<file path="config.mk">
export PLATFORM = sky130hd
export DESIGN_NAME = brush_writer
export DESIGN_NICKNAME = d
export VERILOG_FILES = /design/src/rtl/brush_writer.sv
export SDC_FILE = /design/constraint.sdc
export NUM_CORES = 1
export LEC_CHECK = 0
export BUFFER_PORTS_ARGS = -buffer_cell sky130_fd_sc_hd__buf_2
export CORE_ASPECT_RATIO = 0.5
export CORE_MARGIN = 2
export CORE_UTILIZATION = 45
export DETAILED_ROUTE_END_ITERATION = 7
export GPL_ROUTABILITY_DRIVEN = 0
export PLACE_DENSITY = 0.73
export RECOVER_POWER = 50
export SLEW_MARGIN = 20
export SYNTH_ARGS = -nofsm -noshare
export SYNTH_HDL_FRONTEND = slang
export SYNTH_SLANG_ARGS = --single-unit
</file>
<file path="constraint.sdc">
create_clock -name clk -period 3.5 [get_ports clk]
set_input_delay 0.525 -clock clk [delete_from_list [all_inputs] [get_ports clk]]
set_output_delay 0.525 -clock clk [all_outputs]
set_load 0.05 [all_outputs]
</file>
<file path="src/rtl/brush_writer.sv">
`default_nettype none
// ============================================================================
// Module   : brush_writer
// Purpose  : Write-side controller for the canvas pixel store. It takes a
//            paint request (top-left corner, brush edge-1, colour) and walks
//            the square footprint row-major, presenting one store write per
//            clock. Pixels that fall off the canvas still take a cycle but
//            are not written. With BRUSH_CLEAR_EN defined, a clear request
//            sweeps the whole canvas to colour 0. The clear request has
//            priority over a paint request.
// Ports    : clk        - single clock
//            reset_n    - asynchronous active-low reset
//            req        - paint request, sampled only when idle
//            cx, cy     - brush top-left corner
//            size       - brush edge length minus 1 (edge 1..4)
//            color      - paint colour
//            clear_req  - canvas clear request, sampled only when idle
//                         (ignored unless BRUSH_CLEAR_EN is defined)
//            busy       - operation in progress
//            done       - one-cycle pulse after the last write
//            brush      - store write enable
//            wx, wy     - store write address
//            newColor   - store write data
// Macro    : BRUSH_CLEAR_EN enables the CLEAR state and the clear_req input
// Revision : 1.0 - initial release
// ============================================================================
module brush_writer #(
  parameter int COORD_W  = 10,
  parameter int COLOR_W  = 3,
  parameter int CANVAS_W = 16,
  parameter int CANVAS_H = 16
) (
  input  logic               clk,
  input  logic               reset_n,
  input  logic               req,
  input  logic [COORD_W-1:0] cx,
  input  logic [COORD_W-1:0] cy,
  input  logic [1:0]         size,
  input  logic [COLOR_W-1:0] color,
  input  logic               clear_req,
  output logic               busy,
  output logic               done,
  output logic               brush,
  output logic [COORD_W-1:0] wx,
  output logic [COORD_W-1:0] wy,
  output logic [COLOR_W-1:0] newColor
);

  typedef enum logic [1:0] {
    S_IDLE  = 2'd0,
    S_PAINT = 2'd1
`ifdef BRUSH_CLEAR_EN
    , S_CLEAR = 2'd2
`endif
  } state_t;

  // Canvas limits extended by one bit so a carry out of the address sum
  // compares as out of range.
  localparam logic [COORD_W:0] c_lim_x = (COORD_W+1)'(CANVAS_W);
  localparam logic [COORD_W:0] c_lim_y = (COORD_W+1)'(CANVAS_H);

`ifdef BRUSH_CLEAR_EN
  localparam logic [COORD_W-1:0] c_x_last = COORD_W'(CANVAS_W - 1);
  localparam logic [COORD_W-1:0] c_y_last = COORD_W'(CANVAS_H - 1);
  localparam logic [COORD_W-1:0] c_one    = COORD_W'(1);
`else
  logic w_unused_clear;
  assign w_unused_clear = clear_req;
`endif

  state_t             r_state;
  logic [COORD_W-1:0] r_cx;
  logic [COORD_W-1:0] r_cy;
  logic [1:0]         r_size;
  logic [1:0]         r_dx;   // offset of the pixel currently presented
  logic [1:0]         r_dy;

  logic [1:0]         w_dx_nxt;
  logic [1:0]         w_dy_nxt;
  logic               w_last;
  logic [COORD_W-1:0] w_bx;
  logic [COORD_W-1:0] w_by;
  logic [1:0]         w_ox;
  logic [1:0]         w_oy;
  logic [COORD_W:0]   w_sx;
  logic [COORD_W:0]   w_sy;
  logic               w_in;

  // Address of the pixel to present next. In IDLE this is the corner taken
  // straight from the request inputs, so the first write appears in the
  // cycle right after acceptance.
  always_comb begin
    w_last = (r_dx == r_size) && (r_dy == r_size);
    if (r_dx == r_size) begin
      w_dx_nxt = 2'd0;
      w_dy_nxt = r_dy + 2'd1;
    end else begin
      w_dx_nxt = r_dx + 2'd1;
      w_dy_nxt = r_dy;
    end
    if (r_state == S_IDLE) begin
      w_bx = cx;
      w_by = cy;
      w_ox = 2'd0;
      w_oy = 2'd0;
    end else begin
      w_bx = r_cx;
      w_by = r_cy;
      w_ox = w_dx_nxt;
      w_oy = w_dy_nxt;
    end
    w_sx = {1'b0, w_bx} + {{(COORD_W-1){1'b0}}, w_ox};
    w_sy = {1'b0, w_by} + {{(COORD_W-1){1'b0}}, w_oy};
    w_in = (w_sx < c_lim_x) && (w_sy < c_lim_y);
  end

  always_ff @(posedge clk or negedge reset_n) begin
    if (!reset_n) begin
      r_state  <= S_IDLE;
      r_cx     <= '0;
      r_cy     <= '0;
      r_size   <= '0;
      r_dx     <= '0;
      r_dy     <= '0;
      busy     <= 1'b0;
      done     <= 1'b0;
      brush    <= 1'b0;
      wx       <= '0;
      wy       <= '0;
      newColor <= '0;
    end else begin
      done <= 1'b0;
      case (r_state)
        S_IDLE: begin
          brush <= 1'b0;
`ifdef BRUSH_CLEAR_EN
          if (clear_req) begin
            r_state  <= S_CLEAR;
            busy     <= 1'b1;
            brush    <= 1'b1;
            wx       <= '0;
            wy       <= '0;
            newColor <= '0;
          end else
`endif
          if (req) begin
            r_state  <= S_PAINT;
            r_cx     <= cx;
            r_cy     <= cy;
            r_size   <= size;
            r_dx     <= 2'd0;
            r_dy     <= 2'd0;
            busy     <= 1'b1;
            brush    <= w_in;
            wx       <= w_sx[COORD_W-1:0];
            wy       <= w_sy[COORD_W-1:0];
            newColor <= color;
          end
        end

        S_PAINT: begin
          if (w_last) begin
            r_state <= S_IDLE;
            busy    <= 1'b0;
            brush   <= 1'b0;
            done    <= 1'b1;
          end else begin
            r_dx  <= w_dx_nxt;
            r_dy  <= w_dy_nxt;
            brush <= w_in;
            wx    <= w_sx[COORD_W-1:0];
            wy    <= w_sy[COORD_W-1:0];
          end
        end

`ifdef BRUSH_CLEAR_EN
        // The write address registers double as the sweep counters.
        S_CLEAR: begin
          if ((wx == c_x_last) && (wy == c_y_last)) begin
            r_state <= S_IDLE;
            busy    <= 1'b0;
            brush   <= 1'b0;
            done    <= 1'b1;
          end else if (wx == c_x_last) begin
            wx <= '0;
            wy <= wy + c_one;
          end else begin
            wx <= wx + c_one;
          end
        end
`endif

        default: begin
          r_state <= S_IDLE;
          busy    <= 1'b0;
          brush   <= 1'b0;
        end
      endcase
    end
  end

endmodule
`default_nettype wire

</file>
Word-level counts from Yosys, hierarchy flattened:

Index checks and enable logic that the tools add are counted.

* $add $sub $neg: 4
* multipliers: 0
* divide/modulo/power cells: 0
* order comparisons: 2
* equality and inequality tests: 6
* shift operators: 0
* mux-type cells: 28
* bitwise operators: 0
* reduce and logical (&&, ||, !) cells: 7

Operator list (number)
* two-way mux 10 bit: 6
* case mux 10 bit (2 select lines): 2
* adder 10 x 2 -> 11 bit: 2
* less-than comparator 11 x 5 -> 1 bit, second input constant: 2
* two-way mux 2 bit: 9
* case mux 2 bit (2 select lines): 3
* two-way mux 1 bit: 6
* inequality test 2 bit, second input constant: 3
* adder 2 x 1 -> 2 bit, second input constant: 2
* == test 2 bit: 2
* case mux 1 bit (2 select lines): 2
* AND reduction 2 bit: 2
* AND reduction 3 bit: 1
* == test 2 x 1 -> 1 bit, second input constant: 1
* logical AND 1 bit: 2
* logical NOT 2 bit: 1
* nonzero test 2 bit: 1

* register bits after elaboration: 54
* bits in latches: 0
* bits in writable memories: 0
* bits in read-only memories: 0
* bits of input ports: 29
* output and inout port bits: 26
* logic and storage cells: 59
* memories kept: 0

Longest topological paths before layout:

Gate-level depths: netlist of the first run.

* depth in word-level cells: 8
* depth in mapped cells: 13
* depth with buffers taken out: 12

Worst setup path before layout of the first run:

Ideal clock, no wire load.

* path kind: flip-flop to flip-flop
* from: register busy (netlist name)
* to: register brush
* library setup time: 0.096 ns
* arrival time: 3.501 ns
* required time: 3.404 ns
* setup slack: -0.097 ns
* cell stages (with the launch flop): 13
* path buffers: 3
* period minus slack after synthesis: 3.597 ns
* cell sequence: dfrtp_1 > clkbuf_8 > buf_2 > buf_2 > mux2_2 > ha_1 > fa_1 > nand4b_1 > a21oi_2 > and2b_2 > xnor2_1 > or3_1 > nor4_2

RTL lines
* to (signal assigned): line 154 `brush <= w_in;`
* to (signal assigned): line 170 `brush <= w_in;`
* to (decl): line 43 `output logic brush,`

Final worst setup path of the first run:

* from: register r_dx[1]
* to: register wy[8]

* word-level cells in the longest chain between the ends: 6
* elaborated cells between the ends (all ways): 10
* those cells by class: add/sub: 1; eq/ne: 2; mux: 5; reduce/logical: 2

RTL lines
* from (decl): line 75 `logic [1:0] r_dx;`
* from (signal assigned): line 168 `r_dx <= w_dx_nxt;`
* == test 2 bit (*): line 94 `if (r_dx == r_size) begin`
* two-way mux 2 bit (*): line 94
* two-way mux 2 bit (*): line 101 `if (r_state == S_IDLE) begin`
* via w_oy[1]: line 84 `logic [1:0] w_oy;`
* adder 10 x 2 -> 11 bit (*): line 113 `w_sy = {1'b0, w_by} + {{(COORD_W-1){1'b0}}, w_oy};`
* two-way mux 10 bit (on tied branches): line 162, 146
* case mux 10 bit (2 select lines) (*): line 133 `case (r_state)`
* to (signal assigned): line 156 `wy <= w_sy[COORD_W-1:0];`
* to (signal assigned): line 172 `wy <= w_sy[COORD_W-1:0];`
* to (decl): line 45 `output logic [COORD_W-1:0] wy,`

Mark *: on every way through the listed nets, which the timed path passes. The rest lies on a longest branch. The select of a mux whose other input is x is not followed.
A chain may end at the register's enable or synchronous reset.

==> flow_summary.json, run 1 <==
{
  "status": "finished with violations",
  "violations": "max-capacitance violations, max-slew violations",
  "num_vias": 1946,
  "min_period_over_period_pct": 84.7,
  "htree_levels": 2,
  "start_util_pct": 46.0,
  "cts_tree": "done",
  "final_util_pct": 53.7,
  "yosysTopAreaCellShare_pct": 47.3,
  "die_height_um": 59.3,
  "grt_pass1_wl_um": 8830,
  "synth_nets": 271,
  "synth-edff-count": 0,
  "clkLatencyLatePin_ns": 0.29,
  "viasPerCell": 5.29,
  "grt_setup_unrepaired": "no",
  "slew_headroom_pct": -48.0,
  "first_iter_violations": 66,
  "synth_top_cell_by_area": "dfrtp_1",
  "cts_buffers": 5,
  "wl_um": 5280,
  "syn_avg_cell_area_um2": 11.6,
  "synth-main-ff-cell": "dfrtp_1",
  "ctsHoldBuffers": 0,
  "antenna_found_initial": 0,
  "hold_viol_final": 0,
  "post-cts-setup-buffer-count": 0,
  "antenna_cells": 0,
  "yosysMostFrequentCell": "dfrtp_1",
  "row_count": 20,
  "die_area_um2": 6790,
  "grt_overflow": 0,
  "drc": 0,
  "setup.worst_path.start_class": "flip-flop",
  "finalMaxSlewViolations": 43,
  "ys_seq_area_share_pct": 47.3,
  "cp.required_ns": 3.67,
  "drtPass1Iterations": 4,
  "synthArstFlopShare_pct": 100,
  "core_area_um2": 5980,
  "ys_top_cells_by_count": "52 x dfrtp_1, 37 x mux2_2, 26 x nand2_1",
  "die_w_um": 115,
  "dp_hpwl_um": 3980,
  "io_pins": 55,
  "final_nets": 325,
  "arrival_ns": 3.13,
  "peakVddDrop_uv": 633,
  "yosys_register_bits": 52,
  "ant_nets": 0,
  "cts-root-buf": "clkbuf_16",
  "io_buffers": 53,
  "synthTopCellsByArea": "dfrtp_1 47%, mux2_2 15%, mux2i_1 5.1%",
  "wire_per_inst_um": 14.4,
  "path_class": "reg -> reg",
  "max_cap_viol_count": 1,
  "grt_max_degree": 43,
  "grt_usage_pct": 16.8,
  "layout-drive-gt1-share_pct": 33.7,
  "worst_pin_slew_ns": 2.22,
  "first_global_vias": 1935,
  "syn_area_um2": 2750,
  "synthDistinctLibCells": 38,
  "netlist_instances": 236,
  "area_growth_pct": 16.8,
  "setup_viol": 0,
  "post_cts_resized": 0,
  "fmax_mhz": 337,
  "p_per_area_nw_per_um2": 1110,
  "clk_pin_slew_ns": 0.07,
  "power.leakage_nw": 1.50,
  "cp_max_fo": 5,
  "clockBufferDepth": 2,
  "ys_warn_count": 0,
  "clock_skew_ns": 0.00600,
  "tns_ns": 0,
  "hold_path.class": "in -> reg",
  "endpoint_kind": "flip-flop",
  "clkSinkCount": 52,
  "period_needed_ns": 2.96
}
==> cell families after synthesis <==
group           after synthesis  share of synthesized area [%]
simple gates                 62                           12.3
flops                        52                           47.3
xor+xnor                     21                           6.69
mux                          51                           20.3
fa+ha+maj                     6                           3.28
compound gates               32                           7.65
buf+inv                      12                           2.46
==> final cells by class <==
class / instances / area (µm²)
Fill cell: 538 / 2770
Multi-Input combinational cell: 172 / 1380
Sequential cell: 52 / 1300
Timing Repair Buffer: 57 / 275
Clock buffer: 7 / 143
Tap cell: 77 / 96.3
Clock inverter: 1 / 7.51
Inverter: 2 / 7.51
==> sequential cells by signal, summed over array words and instances, names as in the netlist, 2 cells and up <==
name,cells
wy,10
r_dx,2
wx,10
r_cy,10
r_dy,2
r_size,2
r_cx,10
newColor,3
==> per-layer routing <==
layer	share of wire, %	wire (µm)	track usage (%)	vias to the layer above
met2	49	2580	29.0	39
met3	4.9	258	4.50	6
met1	45	2400	21.4	953
met4	0.81	43	4.36	0
li1	-	-	-	948
met5	0	0	0	-
==> power breakdown <==
part | switching (mW) | internal, mW
Clock | 0.207 | 0.285
Combinational | 1.22 | 0.735
Sequential | 0.203 | 0.916
==> stage by stage <==
step / power (mW) / worst slack, ns / hold slack, ns / cell area (µm²) / cells
after floorplan: 2.70 / 0.107 / 0.229 / 2750 / 236
after global placement: 3.05 / 0.636 / 0.462 / 3080 / 360
after detailed placement: 3.12 / 0.521 / 0.467 / 3080 / 360
after CTS: 3.63 / 0.509 / 0.417 / 3230 / 368
after global routing: 3.86 / 0.243 / 0.469 / 3210 / 368
final: 3.57 / 0.536 / 0.466 / 3210 / 368
==> cell usage in the layout (no fill, tap or decap), types with 5 or more instances in the layout <==
master,Yosys,layout
clkbuf_16,0,5
nand3_1,10,10
xnor2_1,12,12
nand2_1,26,26
nor2_1,9,9
dfrtp_1,52,51
clkbuf_1,3,15
xor2_1,9,9
mux2i_1,14,14
mux2_2,37,37
o21ai_0,19,19
buf_2,4,40
==> path summary, 6_finish.rpt <==
kind,from,endpoint,slack (ns),depth (start not counted)
hold / removal,color[0],newColor[0],0.47,2
hold reg to reg,wx[3],wx[3],0.48,2
min in group asynchronous,reset_n,r_cx[7],0.89,1
setup / recovery,r_dx[1],wy[8],0.54,12
setup reg to reg,r_dx[1],wy[8],0.54,12
max in group asynchronous,reset_n,busy,1.18,1
==> worst max-delay path, stage by stage (launching register included) <==
cell,delay (ns)
dfrtp_1,0.42
xor2_1,0.19
nor2_1,0.25
nand2_1,0.11
xor2_1,0.17
nor2_1,0.20
fa_1,0.28
nand4b_1,0.14
a21o_2,0.27
nor3b_1,0.26
xnor2_1,0.15
mux2i_1,0.13
mux2_2,0.28
No activity file was read; power rests on OpenSTA's default activity.
==> inputs of run 2 (changes only) <==
- clock period: 3.5 -> 2.8 ns (I/O delays scaled with it)
==> run 2 against run 1 <==
Compared with the run above: non-clock buffer count increased by 13; global-route usage increased by 1.5 points; die area unchanged; critical endpoint unchanged; count of clock-buffer cells in the layout increased by 1; largest power group unchanged; combinational power increased by 47%; the flow still finishes with violations (max-capacitance violations, max-slew violations); critical path type unchanged; via count increased by 3.4%.
==> flow_summary.json, run 2 (synthesis gave the netlist of run 1 again) <==
{
  "final_cell_mix": "51 x dfrtp_1, 41 x buf_2, 36 x mux2_2, 25 x nand2_1, 18 x o21ai_0",
  "power.leakage_nw": 1.58,
  "core_area_um2": 5980,
  "grt_setup_unrepaired": "yes",
  "hold_viol_final": 0,
  "wire_per_inst_um": 15.4,
  "clock_skew_ns": 0.00607,
  "start_util_pct": 46.0,
  "row_count": 20,
  "place_area_um2": 3180,
  "period_needed_ns": 2.78,
  "hold_path.class": "in -> reg",
  "setup.worst_path.start_class": "flip-flop",
  "first_iter_violations": 66,
  "cellInternalPower_mw": 2.65,
  "p_sw_share_pct": 45.8,
  "cts-root-buf": "clkbuf_16",
  "antenna_found_initial": 0,
  "die_height_um": 59.3,
  "grt_overflow": 0,
  "layout-drive-gt1-share_pct": 41.4,
  "area_growth_pct": 23.8,
  "clkSinkCount": 52,
  "p_total_mw": 4.90,
  "ant_nets": 0,
  "antenna_cells": 0,
  "grt_max_degree": 34,
  "viasPerCell": 5.28,
  "worst_pin_slew_ns": 1.54,
  "violations": "max-capacitance violations, max-slew violations",
  "io_pins": 55,
  "p_sw_mw": 2.24,
  "finalMaxSlewViolations": 30,
  "ctsHoldBuffers": 0,
  "p_per_area_nw_per_um2": 1440,
  "peakVddDrop_uv": 481,
  "fin_area_um2": 3400,
  "min_period_over_period_pct": 99.3,
  "clockBufferDepth": 2,
  "cp_max_fo": 5,
  "final_nets": 338,
  "endpoint_kind": "flip-flop",
  "cts_tree": "done",
  "final_common_cell": "dfrtp_1",
  "cts_buffers": 5,
  "grt_pass1_wl_um": 9470,
  "grt_usage_pct": 18.3,
  "cp.required_ns": 2.97,
  "io_buffers": 53,
  "drtPass1Iterations": 6,
  "clk_pin_slew_ns": 0.07,
  "slew_headroom_pct": -2.85,
  "power.share.clock_pct": 12.6,
  "clkLatencyLatePin_ns": 0.29,
  "fmax_mhz": 360,
  "dp_hpwl_um": 4320,
  "die_area_um2": 6790,
  "wl_um": 5880,
  "first_global_vias": 2093,
  "status": "finished with violations",
  "drc": 0,
  "setup_viol": 0,
  "combPwrFrac_pct": 58.6,
  "htree_levels": 2,
  "die_w_um": 115,
  "max_cap_viol_count": 1,
  "sequentialPowerShare_pct": 28.7,
  "num_vias": 2012,
  "path_class": "reg -> reg",
  "arrival_ns": 2.95
}
==> run 2: worst paths after layout <==
kind                                from          end  slack [ns]  cells after the start
worst min-delay path            color[1]  newColor[1]        0.37                      2
worst min register to register     wy[6]        wy[6]        0.49                      2
worst max register to register   r_dx[0]        wy[8]        0.02                     12
max in group asynchronous        reset_n        wx[4]        1.02                      2
worst max-delay path             r_dx[0]        wy[8]        0.02                     12
min in group asynchronous        reset_n      r_cy[3]        0.50                      1
==> run 2: repair_timing <==
action	in CTS	in global routing
endpoints found under the setup margin	2	2
pin swaps	0	7
hold endpoints to repair	0	0
buffers inserted	0	3
resized for setup	4	13
cloned	0	0
==> run 2: layer usage <==
metal	part of all wire, %	up-vias	global-route usage, %
met3	3.4	8	4.91
met5	0	-	0
met4	1.2	0	6.27
met2	50	40	32.4
met1	45	994	22.0
li1	-	970	-
==> run 2: critical path, cell delays in order (launching register included) <==
cell     delay [ns]
dfrtp_1        0.41
xor2_2         0.21
nor2_4         0.20
xnor2_2        0.09
nor2_2         0.19
ha_4           0.18
fa_2           0.23
nand4_1        0.13
a21o_2         0.27
nor3b_2        0.22
xnor2_1        0.14
mux2i_1        0.11
mux2_2         0.28
==> run 2: cell type report <==
| class | count | area [µm²] |
|---|---|---|
| fill | 492 | 2580 |
| inverter | 2 | 7.51 |
| tap | 77 | 96.3 |
| multi-input combinational | 172 | 1480 |
| clock buffer | 8 | 146 |
| timing repair buffer | 70 | 367 |
| sequential | 52 | 1300 |
==> run 2: stage by stage <==
| stage | utilization, % | std cells | setup TNS, ns | setup WS, ns | hold slack [ns] |
|---|---|---|---|---|---|
| floorplan | - | 236 | -0.201 | -0.126 | 0.124 |
| global placement | 53.2 | 370 | 0 | 0.0253 | 0.459 |
| detailed placement | 53.2 | 370 | -0.194 | -0.117 | 0.469 |
| CTS | 55.9 | 378 | 0 | 0.0219 | 0.180 |
| global route | 56.9 | 381 | -0.219 | -0.112 | 0.366 |
| finish | 56.9 | 381 | 0 | 0.0194 | 0.370 |
==> run 2: power by group through the flow <==
stage                     Sequential, mW  Clock, mW  Combinational (mW)
after floorplan                     1.97          0                1.46
after global placement              1.37          0                2.59
after detailed placement            1.40          0                2.67
after CTS                           1.39      0.627                2.70
after global routing                1.45      0.659                3.12
final                               1.41      0.619                2.87
==> inputs of run 3 (changes only) <==
--- a/config.mk
+++ b/config.mk
@@ -10,4 +10,5 @@
 export CORE_MARGIN = 2
 export CORE_UTILIZATION = 45
+export CTS_CLUSTER_DIAMETER = 40
 export DETAILED_ROUTE_END_ITERATION = 7
 export GPL_ROUTABILITY_DRIVEN = 0
==> constraint.sdc (replaced) <==
create_clock -name clk -period 2.8 [get_ports clk]
set_input_delay 0 -clock clk [delete_from_list [all_inputs] [get_ports clk]]
set_output_delay 0 -clock clk [all_outputs]
set_load 0.05 [all_outputs]
==> run 3 against run 2 <==
Compared with the run above: the run still ends with max-capacitance violations, max-slew violations left; sequential share of layout area fell by 1.1 points; power shrank 4.6%; utilization is 1.6 points higher.
==> flow_summary.json, run 3 (synthesis gave the netlist of run 1 again) <==
{
  "status": "finished with violations",
  "violations": "max-capacitance violations, max-slew violations",
  "startpoint": "r_dx[0]",
  "p_per_area_nw_per_um2": 1340,
  "crit_chain": "xor2_1 > nor2_2 > nand2_1 > xor2_1 > nor2_2 > ha_1 > a21oi_1 > a211oi_4 > xor2_1 > nand4_1 > or3_1 > nor4_2",
  "die_height_um": 59.3,
  "antenna_cells": 0,
  "grt_setup_unrepaired": "yes",
  "slew_headroom_pct": -4.09,
  "fmax_mhz": 361,
  "endpoint_kind": "flip-flop",
  "die_area_um2": 6790,
  "dp_cells": 365,
  "clockBufferDepth": 2,
  "drc": 0,
  "area_growth_pct": 27.3,
  "clock_skew_ns": 0.00527,
  "dp_hpwl_um": 4150,
  "core_area_um2": 5980,
  "cpMostUsedCell": "xor2_1",
  "worst_pin_slew_ns": 1.56,
  "setup_viol": 0,
  "finalMaxSlewViolations": 31,
  "ant_nets": 0,
  "layout-drive-gt1-share_pct": 31.7,
  "period_needed_ns": 2.77,
  "worstHoldStart": "cy[7]",
  "start_util_pct": 46.0,
  "io_pins": 55,
  "cts-root-buf": "clkbuf_16",
  "final_nets": 353,
  "timing.rr.start": "r_dx[0]",
  "first_global_vias": 2101,
  "arrival_ns": 2.96,
  "nFillCells": 495,
  "cp_top_family": "simple AND/OR/NAND/NOR gates",
  "wl_um": 5710,
  "die_w_um": 115,
  "cp.required_ns": 2.99,
  "grt_usage_pct": 18.1,
  "slowest_stage": "dfrtp_1",
  "antenna_found_initial": 0,
  "setup.worst_path.start_class": "flip-flop",
  "setup_ws_ns": 0.0326,
  "clk_pin_slew_ns": 0.07,
  "hold_viol_final": 0,
  "clkLatencyLatePin_ns": 0.29,
  "final_common_cell": "dfrtp_1",
  "htree_levels": 2,
  "grt_pass1_wl_um": 9530,
  "grt_overflow": 0,
  "cts_buffers": 5,
  "path_buf_inv": 0,
  "final_cells": 396,
  "hold_path.class": "in -> reg",
  "power.leakage_nw": 1.59,
  "final_cell_mix": "51 x dfrtp_1, 36 x mux2_2, 27 x clkbuf_1, 27 x buf_2, 26 x nand2_1",
  "ff2ff_setup_slack_ns": 0.03,
  "drtPass1Iterations": 4,
  "grt_max_degree": 34,
  "io_buffers": 53,
  "viasPerCell": 5.12,
  "first_iter_violations": 77,
  "cp_max_fo": 4,
  "critPathMaxStageDelay_ns": 0.40,
  "min_period_over_period_pct": 98.8,
  "num_vias": 2027,
  "peakVddDrop_uv": 464,
  "max_cap_viol_count": 1,
  "row_count": 20,
  "cts_tree": "done",
  "dpl_worst_slack_ns": -0.115,
  "wire_per_inst_um": 14.4,
  "final_util_pct": 58.5,
  "path_class": "reg -> reg",
  "clkSinkCount": 52
}
-- run 3: final timing paths --
path	end	cells after the start
max	brush	12
min	r_cy[7]	2
max reg2reg	brush	12
min reg2reg	wy[2]	2
max in group asynchronous	r_cx[1]	3
min in group asynchronous	r_cy[6]	2
-- run 3: metal layers --
layer  track usage, %  routed length [µm]  vias to the layer above
met3             4.91                 254                        9
li1                 -                   -                     1000
met5                0                   0                        -
met1             22.6                2630                      984
met4             6.45                  88                        0
met2             31.0                2730                       34
-- run 3: repair_timing --
item                                    4_1_cts  5_1_grt
hold buffers                                 21        0
setup buffers                                 0        2
resized for setup                             3        1
endpoints found under the setup margin        2        2
endpoints found under the hold margin        49        0
cloned                                        0        0
pin swaps                                     0        2
-- run 3: area by class of cell --
type	instances	area (µm²)	share of cell area, %
flip-flops and latches	52	1300	37.2
well taps	77	96.3	2.75
multi-input cells	172	1420	40.6
inverters	2	7.51	0.215
clock inverters	1	7.51	0.215
repair buffers	85	523	14.9
clock buffers	7	143	4.08
-- run 3: stage by stage --
stage / power (mW) / setup TNS, ns / cell area [µm²] / hold WS, ns
3_5_place_dp: 4.02 / -0.219 / 3140 / 0.0755
2_1_floorplan: 3.43 / -0.201 / 2790 / -0.296
4_1_cts: 4.69 / 0 / 3510 / 0.00428
6_report: 4.67 / 0 / 3500 / 0.00610
5_1_grt: 5.02 / -0.226 / 3500 / 0.0157
3_3_place_gp: 3.93 / 0 / 3140 / 0.0532
-- run 3: report_power, final --
| part | leakage (nW) | switching, mW | internal [mW] |
|---|---|---|---|
| Sequential | 0.627 | 0.251 | 1.15 |
| Clock | 0.0701 | 0.267 | 0.356 |
| Combinational | 0.891 | 1.62 | 1.03 |
| Total | 1.59 | 2.14 | 2.53 |
